### src/rtl/nn_pkg.sv
// Shared types and default widths for the neuron weight path.
package nn_pkg;

  localparam int NN_DATA_WIDTH = 8;
  localparam int NN_ADDR_WIDTH = 8;
  localparam int NN_FIFO_DEPTH = 4;

  typedef logic [NN_DATA_WIDTH-1:0] weight_t;
  typedef logic [NN_ADDR_WIDTH-1:0] waddr_t;

  typedef enum logic [1:0] {
    IDLE  = 2'd0,
    FETCH = 2'd1,
    DRAIN = 2'd2,
    DONE  = 2'd3
  } fetch_state_e;

endpackage

### src/rtl/weight_fetch_fifo.sv
// Show-ahead return-data buffer between the weight RAM and the MAC stream.
// The head entry is visible on rdata whenever the buffer is non-empty.
module weight_fetch_fifo
  import nn_pkg::*;
#(
  parameter int WIDTH = NN_DATA_WIDTH,
  parameter int DEPTH = NN_FIFO_DEPTH
) (
  input  logic             clk,
  input  logic             rst_n,
  input  logic             push,
  input  logic [WIDTH-1:0] wdata,
  input  logic             pop,
  output logic [WIDTH-1:0] rdata,
  output logic             empty,
  output logic             full
);

  localparam int PW = $clog2(DEPTH);

  logic [WIDTH-1:0] mem_r [DEPTH];
  logic [PW-1:0]    wr_ptr_r;
  logic [PW-1:0]    rd_ptr_r;
  logic [PW:0]      level_r;
  logic             push_ok_s;
  logic             pop_ok_s;

  assign empty     = (level_r == '0);
  assign full      = (level_r == (PW+1)'(DEPTH));
  assign push_ok_s = push && !full;
  assign pop_ok_s  = pop && !empty;
  assign rdata     = mem_r[rd_ptr_r];

  // Pointer and occupancy bookkeeping; pointers wrap naturally at DEPTH.
  always_ff @(posedge clk or negedge rst_n) begin
    if (!rst_n) begin
      wr_ptr_r <= '0;
      rd_ptr_r <= '0;
      level_r  <= '0;
    end else begin
      if (push_ok_s) begin
        wr_ptr_r <= wr_ptr_r + PW'(1);
      end
      if (pop_ok_s) begin
        rd_ptr_r <= rd_ptr_r + PW'(1);
      end
      case ({push_ok_s, pop_ok_s})
        2'b10:   level_r <= level_r + (PW+1)'(1);
        2'b01:   level_r <= level_r - (PW+1)'(1);
        default: level_r <= level_r;
      endcase
    end
  end

  // Entry storage.
  always_ff @(posedge clk or negedge rst_n) begin
    if (!rst_n) begin
      for (int i = 0; i < DEPTH; i++) begin
        mem_r[i] <= '0;
      end
    end else if (push_ok_s) begin
      mem_r[wr_ptr_r] <= wdata;
    end
  end

endmodule

### src/rtl/weight_fetch_ctrl.sv
// Weight RAM read initiator: credit-limited burst fetch into a show-ahead buffer.
// Optional macro WEIGHT_FETCH_CHECKSUM_EN adds a running checksum of delivered weights.
module weight_fetch_ctrl
  import nn_pkg::*;
#(
  parameter int DATA_WIDTH = NN_DATA_WIDTH,
  parameter int ADDR_WIDTH = NN_ADDR_WIDTH,
  parameter int FIFO_DEPTH = NN_FIFO_DEPTH
) (
  input  logic                  clk,
  input  logic                  rst_n,
  input  logic                  start,
  input  logic [ADDR_WIDTH-1:0] base_addr,
  input  logic [ADDR_WIDTH:0]   count,
  output logic                  busy,
  output logic                  done,
  output logic [ADDR_WIDTH-1:0] ram_address,
  output logic                  ram_address_valid,
  input  logic [DATA_WIDTH-1:0] ram_read_data,
  input  logic                  ram_read_data_valid,
  output logic [DATA_WIDTH-1:0] w_data,
  output logic                  w_valid,
  input  logic                  w_ready,
  output logic                  w_last
`ifdef WEIGHT_FETCH_CHECKSUM_EN
  ,
  output logic [15:0]           checksum
`endif
);

  localparam int CW = $clog2(FIFO_DEPTH) + 1;
  localparam logic [ADDR_WIDTH:0] CNT_ONE  = (ADDR_WIDTH+1)'(1);
  localparam logic [CW-1:0]       CRD_ONE  = CW'(1);
  localparam logic [CW-1:0]       CRD_FULL = CW'(FIFO_DEPTH);

  fetch_state_e          state_r;
  fetch_state_e          state_s;
  logic [ADDR_WIDTH-1:0] base_r;
  logic [ADDR_WIDTH-1:0] addr_r;
  logic [ADDR_WIDTH-1:0] issue_addr_s;
  logic [ADDR_WIDTH:0]   count_r;
  logic [ADDR_WIDTH:0]   issued_r;
  logic [ADDR_WIDTH:0]   issued_nxt_s;
  logic [ADDR_WIDTH:0]   popped_r;
  logic [CW-1:0]         credits_r;
  logic [CW-1:0]         outstanding_r;
  logic                  addr_valid_r;
  logic                  busy_r;
  logic                  done_r;
  logic                  start_ok_s;
  logic                  issue_s;
  logic                  push_s;
  logic                  pop_s;
  logic                  last_beat_s;
  logic                  fifo_empty_s;
  logic                  fifo_full_s;
  logic [DATA_WIDTH-1:0] fifo_rdata_s;

  assign start_ok_s  = (state_r == IDLE) && start;
  // A return is only accepted against an outstanding request; strays are dropped.
  assign push_s      = ram_read_data_valid && (outstanding_r != '0) && !fifo_full_s;
  assign pop_s       = !fifo_empty_s && w_ready;
  assign last_beat_s = (popped_r == (count_r - CNT_ONE));

  weight_fetch_fifo #(
    .WIDTH (DATA_WIDTH),
    .DEPTH (FIFO_DEPTH)
  ) u_fifo (
    .clk   (clk),
    .rst_n (rst_n),
    .push  (push_s),
    .wdata (ram_read_data),
    .pop   (pop_s),
    .rdata (fifo_rdata_s),
    .empty (fifo_empty_s),
    .full  (fifo_full_s)
  );

  // FSM state register.
  always_ff @(posedge clk or negedge rst_n) begin
    if (!rst_n) begin
      state_r <= IDLE;
    end else begin
      state_r <= state_s;
    end
  end

  // FSM next-state logic.
  always_comb begin
    state_s = state_r;
    case (state_r)
      IDLE: begin
        if (start) begin
          state_s = (count == '0) ? DONE : FETCH;
        end else begin
          state_s = IDLE;
        end
      end
      FETCH: begin
        if (issued_nxt_s == count_r) begin
          state_s = DRAIN;
        end else begin
          state_s = FETCH;
        end
      end
      DRAIN: begin
        if (pop_s && last_beat_s) begin
          state_s = DONE;
        end else begin
          state_s = DRAIN;
        end
      end
      DONE:    state_s = IDLE;
      default: state_s = IDLE;
    endcase
  end

  // FSM output decode: the issue decision is made one cycle ahead of the
  // registered address strobe, so credits are consumed at decision time.
  always_comb begin
    issue_s      = 1'b0;
    issue_addr_s = base_r + issued_r[ADDR_WIDTH-1:0];
    issued_nxt_s = issued_r;
    case (state_r)
      IDLE: begin
        if (start && (count != '0)) begin
          issue_s      = 1'b1;
          issue_addr_s = base_addr;
        end else begin
          issue_s = 1'b0;
        end
      end
      FETCH: begin
        if ((credits_r != '0) && (issued_r < count_r)) begin
          issue_s = 1'b1;
        end else begin
          issue_s = 1'b0;
        end
      end
      default: issue_s = 1'b0;
    endcase
    if (start_ok_s) begin
      issued_nxt_s = issue_s ? CNT_ONE : '0;
    end else if (issue_s) begin
      issued_nxt_s = issued_r + CNT_ONE;
    end else begin
      issued_nxt_s = issued_r;
    end
  end

  // Job parameters, issue/pop counters, credits and outstanding requests.
  always_ff @(posedge clk or negedge rst_n) begin
    if (!rst_n) begin
      base_r        <= '0;
      count_r       <= '0;
      issued_r      <= '0;
      popped_r      <= '0;
      credits_r     <= CRD_FULL;
      outstanding_r <= '0;
    end else begin
      if (start_ok_s) begin
        base_r   <= base_addr;
        count_r  <= count;
        popped_r <= '0;
      end else if (pop_s) begin
        popped_r <= popped_r + CNT_ONE;
      end
      issued_r <= issued_nxt_s;
      case ({issue_s, pop_s})
        2'b10:   credits_r <= credits_r - CRD_ONE;
        2'b01:   credits_r <= credits_r + CRD_ONE;
        default: credits_r <= credits_r;
      endcase
      case ({issue_s, push_s})
        2'b10:   outstanding_r <= outstanding_r + CRD_ONE;
        2'b01:   outstanding_r <= outstanding_r - CRD_ONE;
        default: outstanding_r <= outstanding_r;
      endcase
    end
  end

  // Registered RAM request and job status outputs.
  always_ff @(posedge clk or negedge rst_n) begin
    if (!rst_n) begin
      addr_r       <= '0;
      addr_valid_r <= 1'b0;
      busy_r       <= 1'b0;
      done_r       <= 1'b0;
    end else begin
      addr_valid_r <= issue_s;
      if (issue_s) begin
        addr_r <= issue_addr_s;
      end
      busy_r <= (state_s == FETCH) || (state_s == DRAIN);
      done_r <= (state_s == DONE);
    end
  end

  assign ram_address       = addr_r;
  assign ram_address_valid = addr_valid_r;
  assign busy              = busy_r;
  assign done              = done_r;
  assign w_valid           = !fifo_empty_s;
  assign w_data            = fifo_empty_s ? '0 : fifo_rdata_s;
  assign w_last            = !fifo_empty_s && last_beat_s;

`ifdef WEIGHT_FETCH_CHECKSUM_EN
  logic [15:0] checksum_r;

  // Running modulo-2^16 sum of delivered weights; holds between jobs.
  always_ff @(posedge clk or negedge rst_n) begin
    if (!rst_n) begin
      checksum_r <= 16'h0000;
    end else if (start_ok_s) begin
      checksum_r <= 16'h0000;
    end else if (pop_s) begin
      checksum_r <= checksum_r + 16'(fifo_rdata_s);
    end
  end

  assign checksum = checksum_r;
`endif

endmodule

### config.mk
export PLATFORM = sky130hd
export DESIGN_NAME = weight_fetch_ctrl
export DESIGN_NICKNAME = d
export VERILOG_FILES = /design/src/rtl/nn_pkg.sv /design/src/rtl/weight_fetch_fifo.sv /design/src/rtl/weight_fetch_ctrl.sv
export SDC_FILE = /design/constraint.sdc
export NUM_CORES = 1
export LEC_CHECK = 0
export BUFFER_PORTS_ARGS = -buffer_cell sky130_fd_sc_hd__buf_2
export CAP_MARGIN = 20
export CORE_UTILIZATION = 40
export DETAILED_ROUTE_END_ITERATION = 8
export GPL_TIMING_DRIVEN = 1
export SETUP_SLACK_MARGIN = 0.5
export SLEW_MARGIN = 40
export SYNTH_ARGS = -nofsm -noshare
export SYNTH_HDL_FRONTEND = slang
export SYNTH_SLANG_ARGS = --single-unit
### constraint.sdc
create_clock -name clk -period 3.85 [get_ports clk]
set_clock_uncertainty 0.2 [all_clocks]
set_input_delay 1.155 -clock clk [delete_from_list [all_inputs] [get_ports clk]]
set_output_delay 1.155 -clock clk [all_outputs]
set_load 0.05 [all_outputs]
; ---- After elaboration in Yosys (flattened, before gate mapping)
; Cells that the tools add are included.
; Widths: inputs -> output; s select.
[totals]
ff_bits = 93
latchBits = 0
ramBits = 0
rom_bits = 0
inputBits = 30
n_memories = 0
[op_classes]
addsub = 12
multipliers = 0
n_div = 0
order_cmp = 4
eq_ne = 15
n_shift = 0
muxes = 25
bitwise = 2
n_reduce_logical = 24
[op_table]
columns = operator, n
row1 = $mux 8, 6
row2 = $mux 9, 4
row3 = $bwmux 32, 1
row4 = $add 9x1->9 const B, 2
row5 = $eq 9x9->1, 2
row6 = $pmux 3 s2, 3
row7 = $bmux 8 s2, 1
row8 = $demux 8 s2, 1
row9 = $eq 2x2->1 const B, 7
row10 = $logic_and 1x1->1, 11
row11 = $eq 2x1->1 const B, 5
row12 = $add 3x1->3 const B, 3
row13 = $logic_not 9->1, 1
row14 = $lt 9x9->1, 1
row15 = $reduce_bool 9->1, 1
row16 = $sub 3x1->3 const B, 3
row17 = $sub 9x1->9 const B, 1
row18 = $add 8x8->8, 1
row19 = $pmux 2 s4, 1
row20 = $reduce_bool 2->1, 4
row21 = $ge 3x3->1 const B, 2
row22 = $mux 2, 3
row23 = $not 2->3, 2
row24 = $reduce_bool 3->1, 2
row25 = 9 further kinds, 14

; ---- Logic depth before layout (Yosys ltp)
[depth]
ltp_word = 11
mapped_depth = 15
ltp_nobuf = 14

; ---- Hierarchy
; Synthesis repeated with hierarchy kept, for this count alone.
[unflattened]
cells_unflattened = 514
area_unflattened_um2 = 5250.0
[by_module_without_submodules]
columns = mod, instances, cells_per_inst, area_each_um2, seq_area_each_um2
row1 = weight_fetch_ctrl, 1, 400, 3465.8, 1352.5
row2 = weight_fetch_fifo, 1, 114, 1784.2, 975.9

; ---- Worst setup path after synthesis
; No wires, ideal clock.
[synth_path]
path_kind = flip-flop to output port
start = register count_r[0]
end = output port w_last
arrival_time_ns = 2.190
t_required_ns = 2.495
path_slack_ns = 0.305
stages_incl_launch_ff = 10
path_buffers = 1
path_cell_list = dfrtp_1 inv_1 ha_1 clkbuf_1 o21a_1 nor3_1 a311oi_1 o22ai_1 nand4_1 nor2b_1
[synth_between]
elab_chain_len = 3
[synth_rtl]
columns = item, line_no
row1 = start: declaration, weight_fetch_ctrl.sv:41  ; logic [ADDR_WIDTH:0] count_r;
row2 = start signal: assignment, weight_fetch_ctrl.sv:163  ; count_r <= count;
row3 = $sub 9x1->9, weight_fetch_ctrl.sv:63  ; assign last_beat_s = (popped_r == (count_r - CNT_ONE));
row4 = $eq 9x9->1, weight_fetch_ctrl.sv:63
row5 = $logic_and 1x1->1, weight_fetch_ctrl.sv:205  ; assign w_last = !fifo_empty_s && last_beat_s;
row6 = end: declaration, weight_fetch_ctrl.sv:24  ; output logic w_last
; No other way between the ends.

; ---- Worst setup path in the final report
[layout_path]
start = register count_r[1]
end = output port w_last
; Same word-level chain as after synthesis.

==> flow_summary.toml <==
[logic_synthesis]
ys_seq_elements = 93
syn-cell-area_sq_mm = 0.005346
yosysSeqAreaShare = 0.4355
synthFlopType = "dfrtp_1"
yosysUniqueCellTypes = 58
yosysWarnings = 0
synthArstFlopShare = 1.000
synth_fp_nets = 581
synth_edf_count = 0
synthCells = 521
syn_avg_cell_area_sq_um = 10.26

[timing]
final_hold_viol_count = 0
rsz0062_at_grt = "yes"
min_period_ns = 3.528
fin_ws_ns = 0.3222
hold_slack_ns = 0.2707
worstMarginPinSlew_ns = 0.7872
post-route-period-util = 0.9163
max_freq_mhz = 283.5
maxSlewHeadroom = 0.4752
setup_violations = 0
finalSetupTns_ns = 0
drv_slew = 0

[place]
placed_area_sq_mm = 0.005859
port_buffers = 50
place_hpwl_um = 9043
pre_cts_slack_ns = 0.06562
gp_congestion = 0.8916

[drt]
drcViolationCount = 0
antenna_left = 0
drt_first_pass_iters = 4
drt_wl_total_um = 12520
drt_first_iter_violations = 277
num_vias = 4082
vias_per_cell = 5.315
avgRoutedWirePerCell_um = 16.30

[grt]
grt_pass1_vias = 4133
grt_overflow = 0
gr-usage-all-layers = 0.1899
grt_max_degree = 43
use_met1 = 0.2479
met2_usage = 0.3077
use_met3 = 0.04070
grt_pass1_wl_um = 20560
antenna_found_initial = 0
top_usage_layer = "met2"

[floorplanning]
dieWidth_um = 117.6
coreArea_sq_mm = 0.01282
dieArea_sq_mm = 0.01383
ios = 51
initial_utilization = 0.4169
fp.dieH_um = 117.6
core.rowCount = 41

[setup_path]
cp-end-kind = "primary output"
cp.arrival_ns = 2.17
startpoint_type = "register"
slowest_stage = "dfrtp_2"
crit_type = "register to primary output"
cp_max_fo = 6
required_ns = 2.49
crit_path_cell_trace = "inv_4, ha_4, xnor2_1, xnor2_1, nor4_2, nand4_1, nor2b_2, buf_6"
crit_path_frequent_cell = "xnor2_1"
slowest_delay_ns = 0.44

[power]
p_comb_frac = 0.563
netSwitchingFraction = 0.4480
switchingPower_w = 0.002864
pwr-share-clk = 0.143
seq_power_share = 0.294
peakVddDrop_v = 0.0005711
power-per-cell-area_mw_per_mm2 = 992.7
intPower_w = 0.003529
leakagePower_nw = 2.866

[layout]
diodes = 0
nFillCells = 1182
multi_input_area_sq_mm = 0.002969
area_delta_synth_final_pct = 20.45
final_layout_size_suffix_gt1_frac = 0.3020
postLayoutCoreUtil = 0.5021
nNetsFinal = 652
seqCellArea_sq_mm = 0.002335
design_area_sq_mm = 0.006440

[cts]
clock-root-buffer = "clkbuf_16"
clkSlewWorstSetupHoldPaths_ns = 0.06
cts-buffers-inserted = 9
clock_latency_ns = 0.35
cts.htree.levels = 3
cts_max_path_buffers = 2
cts_sinks = 93
cts_tree = "built"

[status]
status = "complete, no violations"

[min_path]
hp-class = "register to register"

[run]
cap_viol_max_count = 0
## Yosys cell counts, drive strengths merged (2+ instances only)
master	number	share of area
or3	2	0.0023
nand2	69	0.049
nand2b	10	0.012
dfrtp	92	0.43
nor2	42	0.029
fa	4	0.015
mux2i	4	0.0075
nor4	5	0.0082
nor3	8	0.0075
xnor2	30	0.049
a21oi	15	0.016
nand4	8	0.011
and2	10	0.012
a21o	3	0.0042
xor2	17	0.028
a2111oi	2	0.010
ha	26	0.061
buf	9	0.0089
a31o	2	0.0033
or2	3	0.0035
a31oi	2	0.0023
a311oi	2	0.0044
nand3	12	0.013
o22ai	6	0.0070
mux4	8	0.034
o211ai	2	0.0028
o21ai	30	0.028
and3	3	0.0035
mux2	34	0.072
nor2b	4	0.0047
inv	28	0.020
clkbuf	12	0.0084
a221o	2	0.0037
## sequential cells by signal (all words and copies together) (netlist names)
| name | cells |
|---|---|
| state_r | 2 |
| outstanding_r | 3 |
| u_fifo.wr_ptr_r | 2 |
| base_r | 8 |
| u_fifo.level_r | 3 |
| issued_r | 9 |
| count_r | 9 |
| ram_address_valid | 1 |
| ram_address | 8 |
| busy | 1 |
| u_fifo.rd_ptr_r | 2 |
| done | 1 |
| u_fifo.mem_r | 32 |
| credits_r | 3 |
| popped_r | 9 |
## critical path, delay by kind of cell, from the launching register on
| family | cells | cell delay (ns) |
|---|---|---|
| simple gates | 3 | 0.65 |
| flops | 1 | 0.44 |
| xor+xnor | 2 | 0.32 |
| fa+ha+maj | 1 | 0.18 |
| buf+inv | 2 | 0.23 |
## metal layers
metal / up-vias / wire, um
li1: 1947 / -
met1: 2022 / 5814
met2: 96 / 5929
met3: 17 / 505
met4: 0 / 268
met5: - / 0
## power by group through the flow
stage                     Sequential [W]  Combinational, W  Clock [W]
final                            0.00188           0.00360   0.000912
after global routing             0.00195           0.00393   0.000976
after CTS                        0.00188           0.00347   0.000937
after detailed placement         0.00189           0.00331          0
after global placement           0.00186           0.00320          0
after floorplan                  0.00186           0.00255          0
## cell usage in the layout (no fill, tap or decap), types with 3 or more instances in the layout
cell,instances
nor2_1,40
and2_1,9
clkbuf_16,9
ha_4,3
dfrtp_2,5
o21ai_0,26
nand2b_1,9
nor2b_1,3
inv_1,24
dfrtp_1,87
ha_1,23
nand4_1,7
buf_6,3
nor3_1,8
buf_4,28
nand3_1,10
o22ai_1,6
xnor2_1,30
xor2_1,17
fa_1,4
nand2_2,3
o21ai_1,3
mux2_2,34
and3_1,3
nand2_1,66
a21o_1,3
mux4_2,8
nor4_4,3
buf_2,48
a21oi_1,13
## metrics by stage
step	power [W]	instances
after floorplan	0.004411	521
after global placement	0.005065	734
after detailed placement	0.005195	735
after CTS	0.006286	760
after global routing	0.006857	768
final	0.006393	768
## kinds of logic after synthesis
| group | share of synthesized area |
|---|---|
| flops | 0.4355 |
| fa+ha+maj | 0.07583 |
| buf+inv | 0.03697 |
| simple gates | 0.1610 |
| compound gates | 0.1009 |
| xor+xnor | 0.07699 |
| mux | 0.1128 |
## layout make-up
class	count	share of cell area
multi-input combinational	380	0.4610
sequential	93	0.3625
timing repair buffer	80	0.07830
clock buffer	10	0.03711
tap	172	0.03342
inverter	28	0.01710
clock inverter	5	0.01049
## what timing repair did
item	CTS	global route
setup buffers	10	7
resized for setup	19	16
hold buffers	0	0
gates cloned	0	1
setup endpoints to repair	11	8
pin swaps	6	8
## path summary, 6_finish.rpt
kind | depth (start not counted) | from | slack, ns | to
hold reg to reg | 1 | outstanding_r[2] | 0.27 | outstanding_r[2]
max in group asynchronous | 3 | rst_n | 2.13 | count_r[3]
setup / recovery | 8 | count_r[1] | 0.32 | w_last
min in group asynchronous | 1 | rst_n | 0.51 | ram_address[4]
setup reg to reg | 15 | count_r[2] | 0.62 | credits_r[1]
hold / removal | 1 | outstanding_r[2] | 0.27 | outstanding_r[2]
No activity file was read; power rests on OpenSTA's default activity.
